===== config.mk =====
export PLATFORM = sky130hd
export DESIGN_NAME = incr_pulse_driver
export DESIGN_NICKNAME = d
export VERILOG_FILES = /design/src/rtl/incr_pulse_driver.sv
export SDC_FILE = /design/constraint.sdc
export NUM_CORES = 1
export LEC_CHECK = 0
export BUFFER_PORTS_ARGS = -buffer_cell sky130_fd_sc_hd__buf_4
export CAP_MARGIN = 25
export CORE_MARGIN = 8
export CORE_UTILIZATION = 45
export DETAILED_ROUTE_END_ITERATION = 7
export HOLD_SLACK_MARGIN = 0.05
export PLACE_DENSITY = 0.69
export SETUP_SLACK_MARGIN = 0.4
export SYNTH_ARGS = -nofsm -noshare
export SYNTH_HDL_FRONTEND = slang
export SYNTH_SLANG_ARGS = --single-unit
export TNS_END_PERCENT = 30

===== constraint.sdc =====
create_clock -name clk -period 1.5 [get_ports clk]
set_input_delay 0.3 -clock clk [delete_from_list [all_inputs] [get_ports clk]]
set_output_delay 0.3 -clock clk [all_outputs]
set_load 0.05 [all_outputs]

===== src/rtl/incr_pulse_driver.sv =====
// Increment pulse-train generator for the counter/delay target: issues a programmed
// number of spaced incr pulses, an optional end strobe, and mirrors the target's count.
module incr_pulse_driver #(
    parameter int COUNT_W = 4,
    parameter int GAP_W   = 4
) (
    input  logic               clk,
    input  logic               rst,
    input  logic               start_in,
    input  logic [COUNT_W-1:0] count_in,
    input  logic [GAP_W-1:0]   gap_in,
    input  logic               mark_in,
    input  logic               clear_in,
    output logic               incr_out,
    output logic               secondary_out,
    output logic               busy_out,
    output logic               done_out,
    output logic [COUNT_W-1:0] sent_out,
    output logic               slow_out
);

    typedef enum logic [1:0] {
        ST_IDLE   = 2'd0,
        ST_PULSE  = 2'd1,
        ST_GAP    = 2'd2,
        ST_FINISH = 2'd3
    } state_t;

    localparam logic [COUNT_W-1:0] CNT_ZERO = {COUNT_W{1'b0}};
    localparam logic [COUNT_W-1:0] CNT_ONE  = COUNT_W'(1);
    localparam logic [GAP_W-1:0]   GAP_ZERO = {GAP_W{1'b0}};
    localparam logic [GAP_W-1:0]   GAP_ONE  = GAP_W'(1);

    state_t             state_r;
    state_t             state_nxt_s;
    logic [COUNT_W-1:0] remaining_r;
    logic [COUNT_W-1:0] remaining_nxt_s;
    logic [GAP_W-1:0]   gap_r;
    logic [GAP_W-1:0]   gap_nxt_s;
    logic [GAP_W-1:0]   timer_r;
    logic [GAP_W-1:0]   timer_nxt_s;
    logic               mark_r;
    logic               mark_nxt_s;
    logic [COUNT_W-1:0] sent_r;
    logic [COUNT_W-1:0] sent_nxt_s;
    logic               incr_r;
    logic               secondary_r;
    logic               busy_r;
    logic               done_r;

    // Next-state, burst parameter latching and count bookkeeping.
    always_comb begin
        state_nxt_s     = state_r;
        remaining_nxt_s = remaining_r;
        gap_nxt_s       = gap_r;
        timer_nxt_s     = timer_r;
        mark_nxt_s      = mark_r;
        case (state_r)
            ST_IDLE: begin
                if (start_in) begin
                    remaining_nxt_s = count_in;
                    gap_nxt_s       = gap_in;
                    mark_nxt_s      = mark_in;
                    if (count_in != CNT_ZERO) begin
                        state_nxt_s = ST_PULSE;
                    end else begin
                        state_nxt_s = ST_FINISH;
                    end
                end else begin
                    state_nxt_s = ST_IDLE;
                end
            end
            ST_PULSE: begin
                remaining_nxt_s = remaining_r - CNT_ONE;
                if (remaining_r == CNT_ONE) begin
                    state_nxt_s = ST_FINISH;
                end else if (gap_r == GAP_ZERO) begin
                    state_nxt_s = ST_PULSE;
                end else begin
                    state_nxt_s = ST_GAP;
                    timer_nxt_s = gap_r;
                end
            end
            ST_GAP: begin
                // Timer holds the idle cycles still owed, including this one.
                if (timer_r <= GAP_ONE) begin
                    state_nxt_s = ST_PULSE;
                    timer_nxt_s = GAP_ZERO;
                end else begin
                    state_nxt_s = ST_GAP;
                    timer_nxt_s = timer_r - GAP_ONE;
                end
            end
            ST_FINISH: begin
                state_nxt_s = ST_IDLE;
            end
            default: begin
                state_nxt_s = ST_IDLE;
            end
        endcase
    end

    // Mirror of the target count: the target counts on the edge closing each pulse cycle.
    always_comb begin
        sent_nxt_s = sent_r;
        if (clear_in) begin
            sent_nxt_s = CNT_ZERO;
        end else if (state_r == ST_PULSE) begin
            sent_nxt_s = sent_r + CNT_ONE;
        end else begin
            sent_nxt_s = sent_r;
        end
    end

    // State, burst registers and registered outputs decoded from the next state.
    always_ff @(posedge clk or negedge rst) begin
        if (!rst) begin
            state_r     <= ST_IDLE;
            remaining_r <= CNT_ZERO;
            gap_r       <= GAP_ZERO;
            timer_r     <= GAP_ZERO;
            mark_r      <= 1'b0;
            sent_r      <= CNT_ZERO;
            incr_r      <= 1'b0;
            secondary_r <= 1'b0;
            busy_r      <= 1'b0;
            done_r      <= 1'b0;
        end else begin
            state_r     <= state_nxt_s;
            remaining_r <= remaining_nxt_s;
            gap_r       <= gap_nxt_s;
            timer_r     <= timer_nxt_s;
            mark_r      <= mark_nxt_s;
            sent_r      <= sent_nxt_s;
            incr_r      <= (state_nxt_s == ST_PULSE);
            secondary_r <= (state_nxt_s == ST_FINISH) && mark_nxt_s;
            busy_r      <= (state_nxt_s != ST_IDLE);
            done_r      <= (state_nxt_s == ST_FINISH);
        end
    end

    assign incr_out      = incr_r;
    assign secondary_out = secondary_r;
    assign busy_out      = busy_r;
    assign done_out      = done_r;
    assign sent_out      = sent_r;
    assign slow_out      = sent_r[COUNT_W-1];

endmodule


==> flow_summary.json, run 1 <==
{
  "status": "finished with violations",
  "violations": "negative setup slack",
  "synthCells": 105,
  "critPathSlowestCell": "or4_4",
  "fillers": 191,
  "synth_edf_count": 0,
  "cap_violations": 0,
  "clkTransAtPathRegs_ns": 0.13,
  "post-route-period-util_pct": 105.4,
  "final_area_um2": 1693,
  "dpl_cell_area_um2": 1476,
  "dr.pass1.iters": 4,
  "antenna_cells": 0,
  "setup_slack_ns": -0.08069,
  "synth_area_leader_cell": "dfrtp_1",
  "grt_max_degree": 24,
  "wl_per_cell_um": 16.16,
  "wl_um": 2877,
  "viasPerCell": 5.382,
  "rsz0062_at_grt": "yes",
  "async_flop_share_pct": 100.0,
  "synthFlopType": "dfrtp_1",
  "worst_slew_pin_slew_ns": 0.3433,
  "start_util_pct": 47.50,
  "layout_common_cells": "buf_4, dfrtp_1, buf_6",
  "area_growth_pct": 42.57,
  "synth_nets": 123,
  "fin_nets": 167,
  "postRouteAntennaNets": 0,
  "drc": 0,
  "fmax_mhz": 632.6,
  "cts_buffer_depth": 2,
  "register_area_um2": 575.6,
  "grt_pass1_wl_um": 4830,
  "rows": 18,
  "final-setup-viol-count": 6,
  "cpMostUsedCell": "buf_6",
  "slowest_delay_ns": 0.56,
  "crit_fanout": 5,
  "skew_ns": 0.002451,
  "yosysWarnings": 0,
  "critPathKind": "reg -> reg",
  "drive_gt1_share_pct": 49.32,
  "die_h_um": 67.37,
  "crit_path_end_kind": "flop",
  "cts-root-buf": "clkbuf_4",
  "dp_worst_setup_slack_ns": -0.05607,
  "netlist_area_um2": 1187,
  "utilization_pct": 67.72,
  "crit_chain": "or4_4, buf_6, nand2b_4, a221oi_4, buf_6, nor3b_2",
  "critical_path_buf_inv_count": 2,
  "finalCriticalPeriod_ns": 1.581,
  "hp-start": "clear_in",
  "core-area_um2": 2500,
  "multi_input_area_um2": 656.9,
  "die-width_um": 67.37,
  "synth.yosys.seq_area_share_pct": 48.47,
  "powerDensity_nw_per_um2": 2183,
  "synth_top_area_share_pct": 48.47,
  "ys_ff_latch": 23,
  "vias": 958,
  "slew_headroom_pct": 77.09,
  "r2r_slack_ns": -0.08,
  "final_common_cell": "buf_4",
  "cts.htree.levels": 1,
  "whs_ns": 0.1434,
  "dp_hpwl_um": 2018,
  "path_delay_family": "simple AND/OR/NAND/NOR gates",
  "cts_buffers": 3,
  "grt-ovfl-total": 0,
  "startpoint_type": "flop",
  "synthTopCellsByArea": "dfrtp_1, ha_1, mux2_2",
  "crit_arrival_ns": 1.83,
  "irDropWorstVdd_mv": 1.443,
  "hp-class": "in -> reg",
  "syn-mean-instance-area_um2": 11.31,
  "gp_congestion": 0.8670,
  "grt_use_total_pct": 14.00,
  "grt_pass1_vias": 1011,
  "finalPower_mw": 3.695,
  "antenna_found_initial": 0,
  "r2r-start": "gap_r[2]",
  "cp.required_ns": 1.75,
  "clkLatencyLatePin_ns": 0.32,
  "drtIter0Drc": 26,
  "cp-startpoint": "gap_r[2]",
  "portBuffers": 21,
  "pin_count": 22,
  "hold_viol_final": 0,
  "dieArea_um2": 4538,
  "cts_tree": "done",
  "p_leak_nw": 0.7629,
  "synth.distinct_cells": 37,
  "cts_sinks": 23,
  "drv_slew": 0
}
## registers in the layout, summed over array words and instances (netlist names)
signal,flops
secondary_out,1
done_out,1
gap_r,4
remaining_r,4
incr_out,1
busy_out,1
state_r,2
mark_r,1
sent_out,4
timer_r,4
## final timing paths
check	cells past startpoint	endpoint
max in group asynchronous	2	sent_out[0]
hold reg to reg	1	mark_r
hold / removal	2	sent_out[3]
setup / recovery	6	secondary_out
min in group asynchronous	2	mark_r
setup reg to reg	6	secondary_out
## Yosys cell counts (all sizes together), types with 3 or more instances
| master | count |
|---|---|
| a221o | 4 |
| nand2 | 9 |
| xor2 | 3 |
| inv | 6 |
| nor2 | 10 |
| nand2b | 3 |
| ha | 5 |
| mux2 | 5 |
| dfrtp | 23 |
| nor3 | 4 |
| o21ai | 3 |
| buf | 4 |
| nor3b | 3 |
## layer usage
layer | track usage, % | routed length (um) | vias up
li1 | - | - | 457
met1 | 16.91 | 1205 | 470
met2 | 22.10 | 1414 | 24
met3 | 3.808 | 186 | 7
met4 | 7.833 | 71 | 0
met5 | 0 | 0 | -
## timing repair
action | in CTS | in global routing
setup buffers | 4 | 3
hold buffers | 1 | 0
gates resized for setup | 26 | 5
pin swaps | 16 | 5
endpoints found under the setup margin | 32 | 32
hold endpoints to repair | 23 | 0
## report_power, final
group | switching [mW] | total [mW] | internal, mW
Combinational | 1.08 | 2.23 | 1.16
Sequential | 0.285 | 1.17 | 0.883
Clock | 0.191 | 0.295 | 0.104
## final cells by class
class                           instances  share of cell area [%]
Inverter                                6                   1.330
Sequential cell                        23                   34.00
Multi-Input combinational cell         72                   38.80
Tap cell                               30                   2.217
Timing Repair Buffer                   43                   22.10
Clock buffer                            4                   1.552
## cell families after synthesis
| family | count (synthesis) | synth area share (%) |
|---|---|---|
| adder cells (fa/ha/maj) | 5 | 5.269 |
| AO/OA/AOI/OAI | 15 | 11.06 |
| multiplexers | 7 | 6.428 |
| flip-flops | 23 | 48.47 |
| buffers and inverters | 10 | 4.004 |
| XOR/XNOR | 4 | 2.951 |
| AND/OR/NAND/NOR | 41 | 21.81 |
## metrics by stage
step,TNS (ns),cells
after floorplan,0,105
after global placement,-0.01491,166
after detailed placement,-0.2388,166
after CTS,-0.05158,175
after global routing,-0.7915,178
final,-0.2342,178
Note: power is estimated with default switching activity, not from simulation.
==> inputs of run 2 (changes only) <==
- CORE_MARGIN: 8 -> 2
==> flow_summary.json, run 2 (synthesized netlist as in run 1, its figures left out) <==
{
  "status": "finished with violations",
  "violations": "negative setup slack",
  "hold_viol_final": 0,
  "powerDensity_nw_per_um2": 2161,
  "die_h_um": 55.37,
  "drive_gt1_share_pct": 55.03,
  "cts_buffer_depth": 2,
  "layout_common_cells": "buf_4, dfrtp_1, buf_6",
  "die-width_um": 55.37,
  "grt-ovfl-total": 0,
  "cts.htree.levels": 1,
  "fin_nets": 168,
  "drtIter0Drc": 22,
  "start_util_pct": 47.50,
  "portBuffers": 21,
  "postRouteAntennaNets": 0,
  "whs_ns": 0.1393,
  "clkTransAtPathRegs_ns": 0.13,
  "setup_slack_ns": -0.04826,
  "dieArea_um2": 3065,
  "fillers": 187,
  "dp_hpwl_um": 1921,
  "pin_count": 22,
  "p_leak_nw": 0.7764,
  "cts-root-buf": "clkbuf_4",
  "dp_worst_setup_slack_ns": -0.1287,
  "antenna_cells": 0,
  "area_growth_pct": 42.47,
  "post-route-period-util_pct": 103.2,
  "slew_headroom_pct": 74.49,
  "multi_input_area_um2": 658.1,
  "viasPerCell": 5.480,
  "critPathKind": "reg -> reg",
  "clkLatencyLatePin_ns": 0.32,
  "cts_tree": "done",
  "cts_sinks": 23,
  "irDropWorstVdd_mv": 1.278,
  "crit_arrival_ns": 1.82,
  "rows": 18,
  "drv_slew": 0,
  "finalPower_mw": 3.656,
  "final_common_cell": "buf_4",
  "grt_pass1_vias": 1045,
  "core-area_um2": 2500,
  "cap_violations": 0,
  "wl_per_cell_um": 14.93,
  "startpoint_type": "flop",
  "register_area_um2": 576.8,
  "crit_path_end_kind": "flop",
  "gp_congestion": 0.9155,
  "drc": 0,
  "antenna_found_initial": 0,
  "cts_buffers": 3,
  "crit_fanout": 5,
  "tns_ns": -0.2259,
  "vias": 981,
  "rsz0062_at_grt": "yes",
  "grt_use_total_pct": 19.04,
  "cp.required_ns": 1.77,
  "dr.pass1.iters": 4,
  "final-setup-viol-count": 7,
  "grt_max_degree": 24,
  "fmax_mhz": 645.9,
  "worst_slew_pin_slew_ns": 0.3826,
  "skew_ns": 0.005711,
  "grt_pass1_wl_um": 4595,
  "hp-class": "in -> reg",
  "finalCriticalPeriod_ns": 1.548,
  "wl_um": 2672
}
## run 2: worst paths after layout
| check | slack [ns] | startpoint | end | cells past startpoint |
|---|---|---|---|---|
| setup / recovery | -0.05 | gap_r[2] | incr_out | 4 |
| min in group asynchronous | 0.39 | rst | sent_out[3] | 2 |
| setup reg to reg | -0.05 | gap_r[2] | incr_out | 4 |
| hold reg to reg | 0.52 | mark_r | mark_r | 1 |
| max in group asynchronous | 0.87 | rst | state_r[1] | 2 |
| hold / removal | 0.14 | clear_in | sent_out[3] | 2 |
## run 2: layout make-up
cell class,instances,share of cell area [%]
tap,30,2.219
timing repair buffer,44,21.89
clock buffer,4,1.553
multi-input combinational,72,38.91
sequential,23,34.10
inverter,6,1.331
## run 2: metal layers
layer  up-vias  global-route usage, %  part of all wire, %
li1        459                      -                    -
met1       494                  23.19                   43
met2        24                  33.16                   51
met3         4                  3.513                  4.2
met4         0                  7.317                  1.3
met5         -                      0                    0
## run 2: what timing repair did
action | 4_1_cts | 5_1_grt
hold buffers | 1 | 0
pin swaps | 9 | 15
setup endpoints to repair | 32 | 32
buffers inserted | 2 | 3
endpoints found under the hold margin | 23 | 0
cloned | 0 | 0
resized for setup | 22 | 12
## run 2: stage by stage
stage | std cells | utilization, % | cell area [um2]
after floorplan | 105 | - | 1201
after global placement | 169 | 59.96 | 1499
after detailed placement | 169 | 59.96 | 1499
after CTS | 176 | 64.86 | 1622
after global routing | 179 | 67.67 | 1692
final | 179 | 67.67 | 1692
## run 2: power breakdown
group / switching (mW) / internal [mW]
registers: 0.291 / 0.885
clock network: 0.195 / 0.104
logic: 1.04 / 1.14
## run 2: worst max-delay path, cell delays in order (launching register included)
cell and delay (ns):
dfrtp_1 0.42, or4_4 0.58, o21ai_2 0.13, and3_4 0.23, nor2b_4 0.13
==> inputs of run 3 (changes only) <==
- CORE_MARGIN: 2 -> 10
==> flow_summary.json, run 3 (synthesized netlist as in run 1, its figures left out) <==
{
  "crit_fanout": 5,
  "critPathSlowestCell": "dfrtp_1",
  "wl_met1_um": 1022,
  "dp_worst_setup_slack_ns": -0.07418,
  "antenna_found_initial": 0,
  "die-width_um": 71.37,
  "setup_slack_ns": -0.05401,
  "clkTransAtPathRegs_ns": 0.13,
  "grt-ovfl-total": 0,
  "crit_chain": "inv_2, ha_4, nor3b_4, nand2b_4, a221oi_4, buf_6, nor3b_2",
  "rows": 18,
  "grt_use_total_pct": 11.21,
  "start_util_pct": 47.50,
  "swShare_pct": 42.02,
  "fillers": 196,
  "dpl_cell_area_um2": 1476,
  "final_area_um2": 1620,
  "cts.htree.levels": 1,
  "dr.pass1.iters": 4,
  "cap_violations": 0,
  "path_delay_family": "simple AND/OR/NAND/NOR gates",
  "whs_ns": 0.1460,
  "clockPowerShare_pct": 8.5,
  "violations": "negative setup slack",
  "fin_nets": 163,
  "powerDensity_nw_per_um2": 2134,
  "hp-class": "in -> reg",
  "dp_hpwl_um": 1975,
  "p_int_mw": 2.004,
  "drive_gt1_share_pct": 47.92,
  "critical_path_buf_inv_count": 2,
  "irDropWorstVdd_mv": 1.574,
  "gp_congestion": 0.9504,
  "slew_headroom_pct": 78.13,
  "cp.required_ns": 1.76,
  "cts_buffers": 3,
  "dp_cells": 166,
  "cts-root-buf": "clkbuf_4",
  "finalPower_mw": 3.457,
  "drv_slew": 0,
  "seqPwrFrac_pct": 33.5,
  "finalCriticalPeriod_ns": 1.554,
  "viasPerCell": 5.402,
  "slowest_delay_ns": 0.42,
  "grt_max_degree": 24,
  "instances_no_fill": 174,
  "clkLatencyLatePin_ns": 0.32,
  "cts_tree": "done",
  "cts_buffer_depth": 2,
  "antenna_cells": 0,
  "layout_common_cells": "buf_4, dfrtp_1, buf_6",
  "tns_ns": -0.1754,
  "vias": 940,
  "crit_path_end_kind": "flop",
  "pin_count": 22,
  "post-route-period-util_pct": 103.6,
  "rsz0062_at_grt": "yes",
  "final_common_cell": "buf_4",
  "portBuffers": 21,
  "top_layer": "met4",
  "die_h_um": 71.37,
  "worst_slew_pin_slew_ns": 0.3261,
  "final-setup-viol-count": 5,
  "drtIter0Drc": 34,
  "switchingPower_mw": 1.453,
  "core-area_um2": 2500,
  "utilization_pct": 64.81,
  "critPathKind": "reg -> reg",
  "crit_arrival_ns": 1.81,
  "wl_met2_um": 1304,
  "grt_pass1_vias": 978,
  "drc": 0,
  "dieArea_um2": 5093,
  "skew_ns": 0.008864,
  "p_leak_nw": 0.7380,
  "wl_um": 2652,
  "wl_per_cell_um": 15.24,
  "power_frac_comb_pct": 58.1,
  "route.met3.wl_um": 292,
  "postRouteAntennaNets": 0,
  "hold_viol_final": 0,
  "cts_sinks": 23,
  "startpoint_type": "flop",
  "grt_pass1_wl_um": 4719,
  "fmax_mhz": 643.5,
  "status": "finished with violations",
  "area_growth_pct": 36.46
}
run 3: power groups by stage:
stage	combinational, mW	clock [mW]	sequential, mW
finish	2.01	0.293	1.16
global route	2.20	0.335	1.20
CTS	1.98	0.308	1.15
detailed placement	1.77	0	1.14
global placement	1.73	0	1.13
floorplan	0.997	0	1.31
run 3: metal layers:
layer | vias up | GRT usage, %
met3 | 5 | 5.785
met4 | 0 | 3.226
met1 | 451 | 12.91
li1 | 447 | -
met5 | - | 0
met2 | 37 | 17.75
run 3: repair_timing:
item	4_1_cts	5_1_grt
resized for setup	21	2
pin swaps	15	2
endpoints found under the setup margin	32	32
hold endpoints to repair	23	0
hold buffers	1	0
buffers inserted	3	0
run 3: cell type report:
cell class / count / area, um2 / share of cell area, %
Inverter: 6 / 22.52 / 1.390
Timing Repair Buffer: 39 / 332.8 / 20.54
Multi-Input combinational cell: 72 / 621.8 / 38.38
Clock buffer: 3 / 22.52 / 1.390
Tap cell: 30 / 37.54 / 2.317
Clock inverter: 1 / 7.507 / 0.4633
Sequential cell: 23 / 575.6 / 35.52
run 3: final timing paths:
path | slack, ns | cells past startpoint | startpoint | to
worst max-delay path | -0.05 | 7 | remaining_r[1] | secondary_out
worst min-delay path | 0.15 | 2 | clear_in | sent_out[1]
worst max register to register | -0.05 | 7 | remaining_r[1] | secondary_out
worst min register to register | 0.51 | 1 | mark_r | mark_r
max in group asynchronous | 0.88 | 2 | rst | timer_r[1]
min in group asynchronous | 0.39 | 2 | rst | state_r[0]
run 3: worst register-to-register path, stage by stage (launching register included):
cell and delay, ns:
dfrtp_1 0.42, inv_2 0.08, ha_4 0.12, nor3b_4 0.31
nand2b_4 0.20, a221oi_4 0.06, buf_6 0.15, nor3b_2 0.16
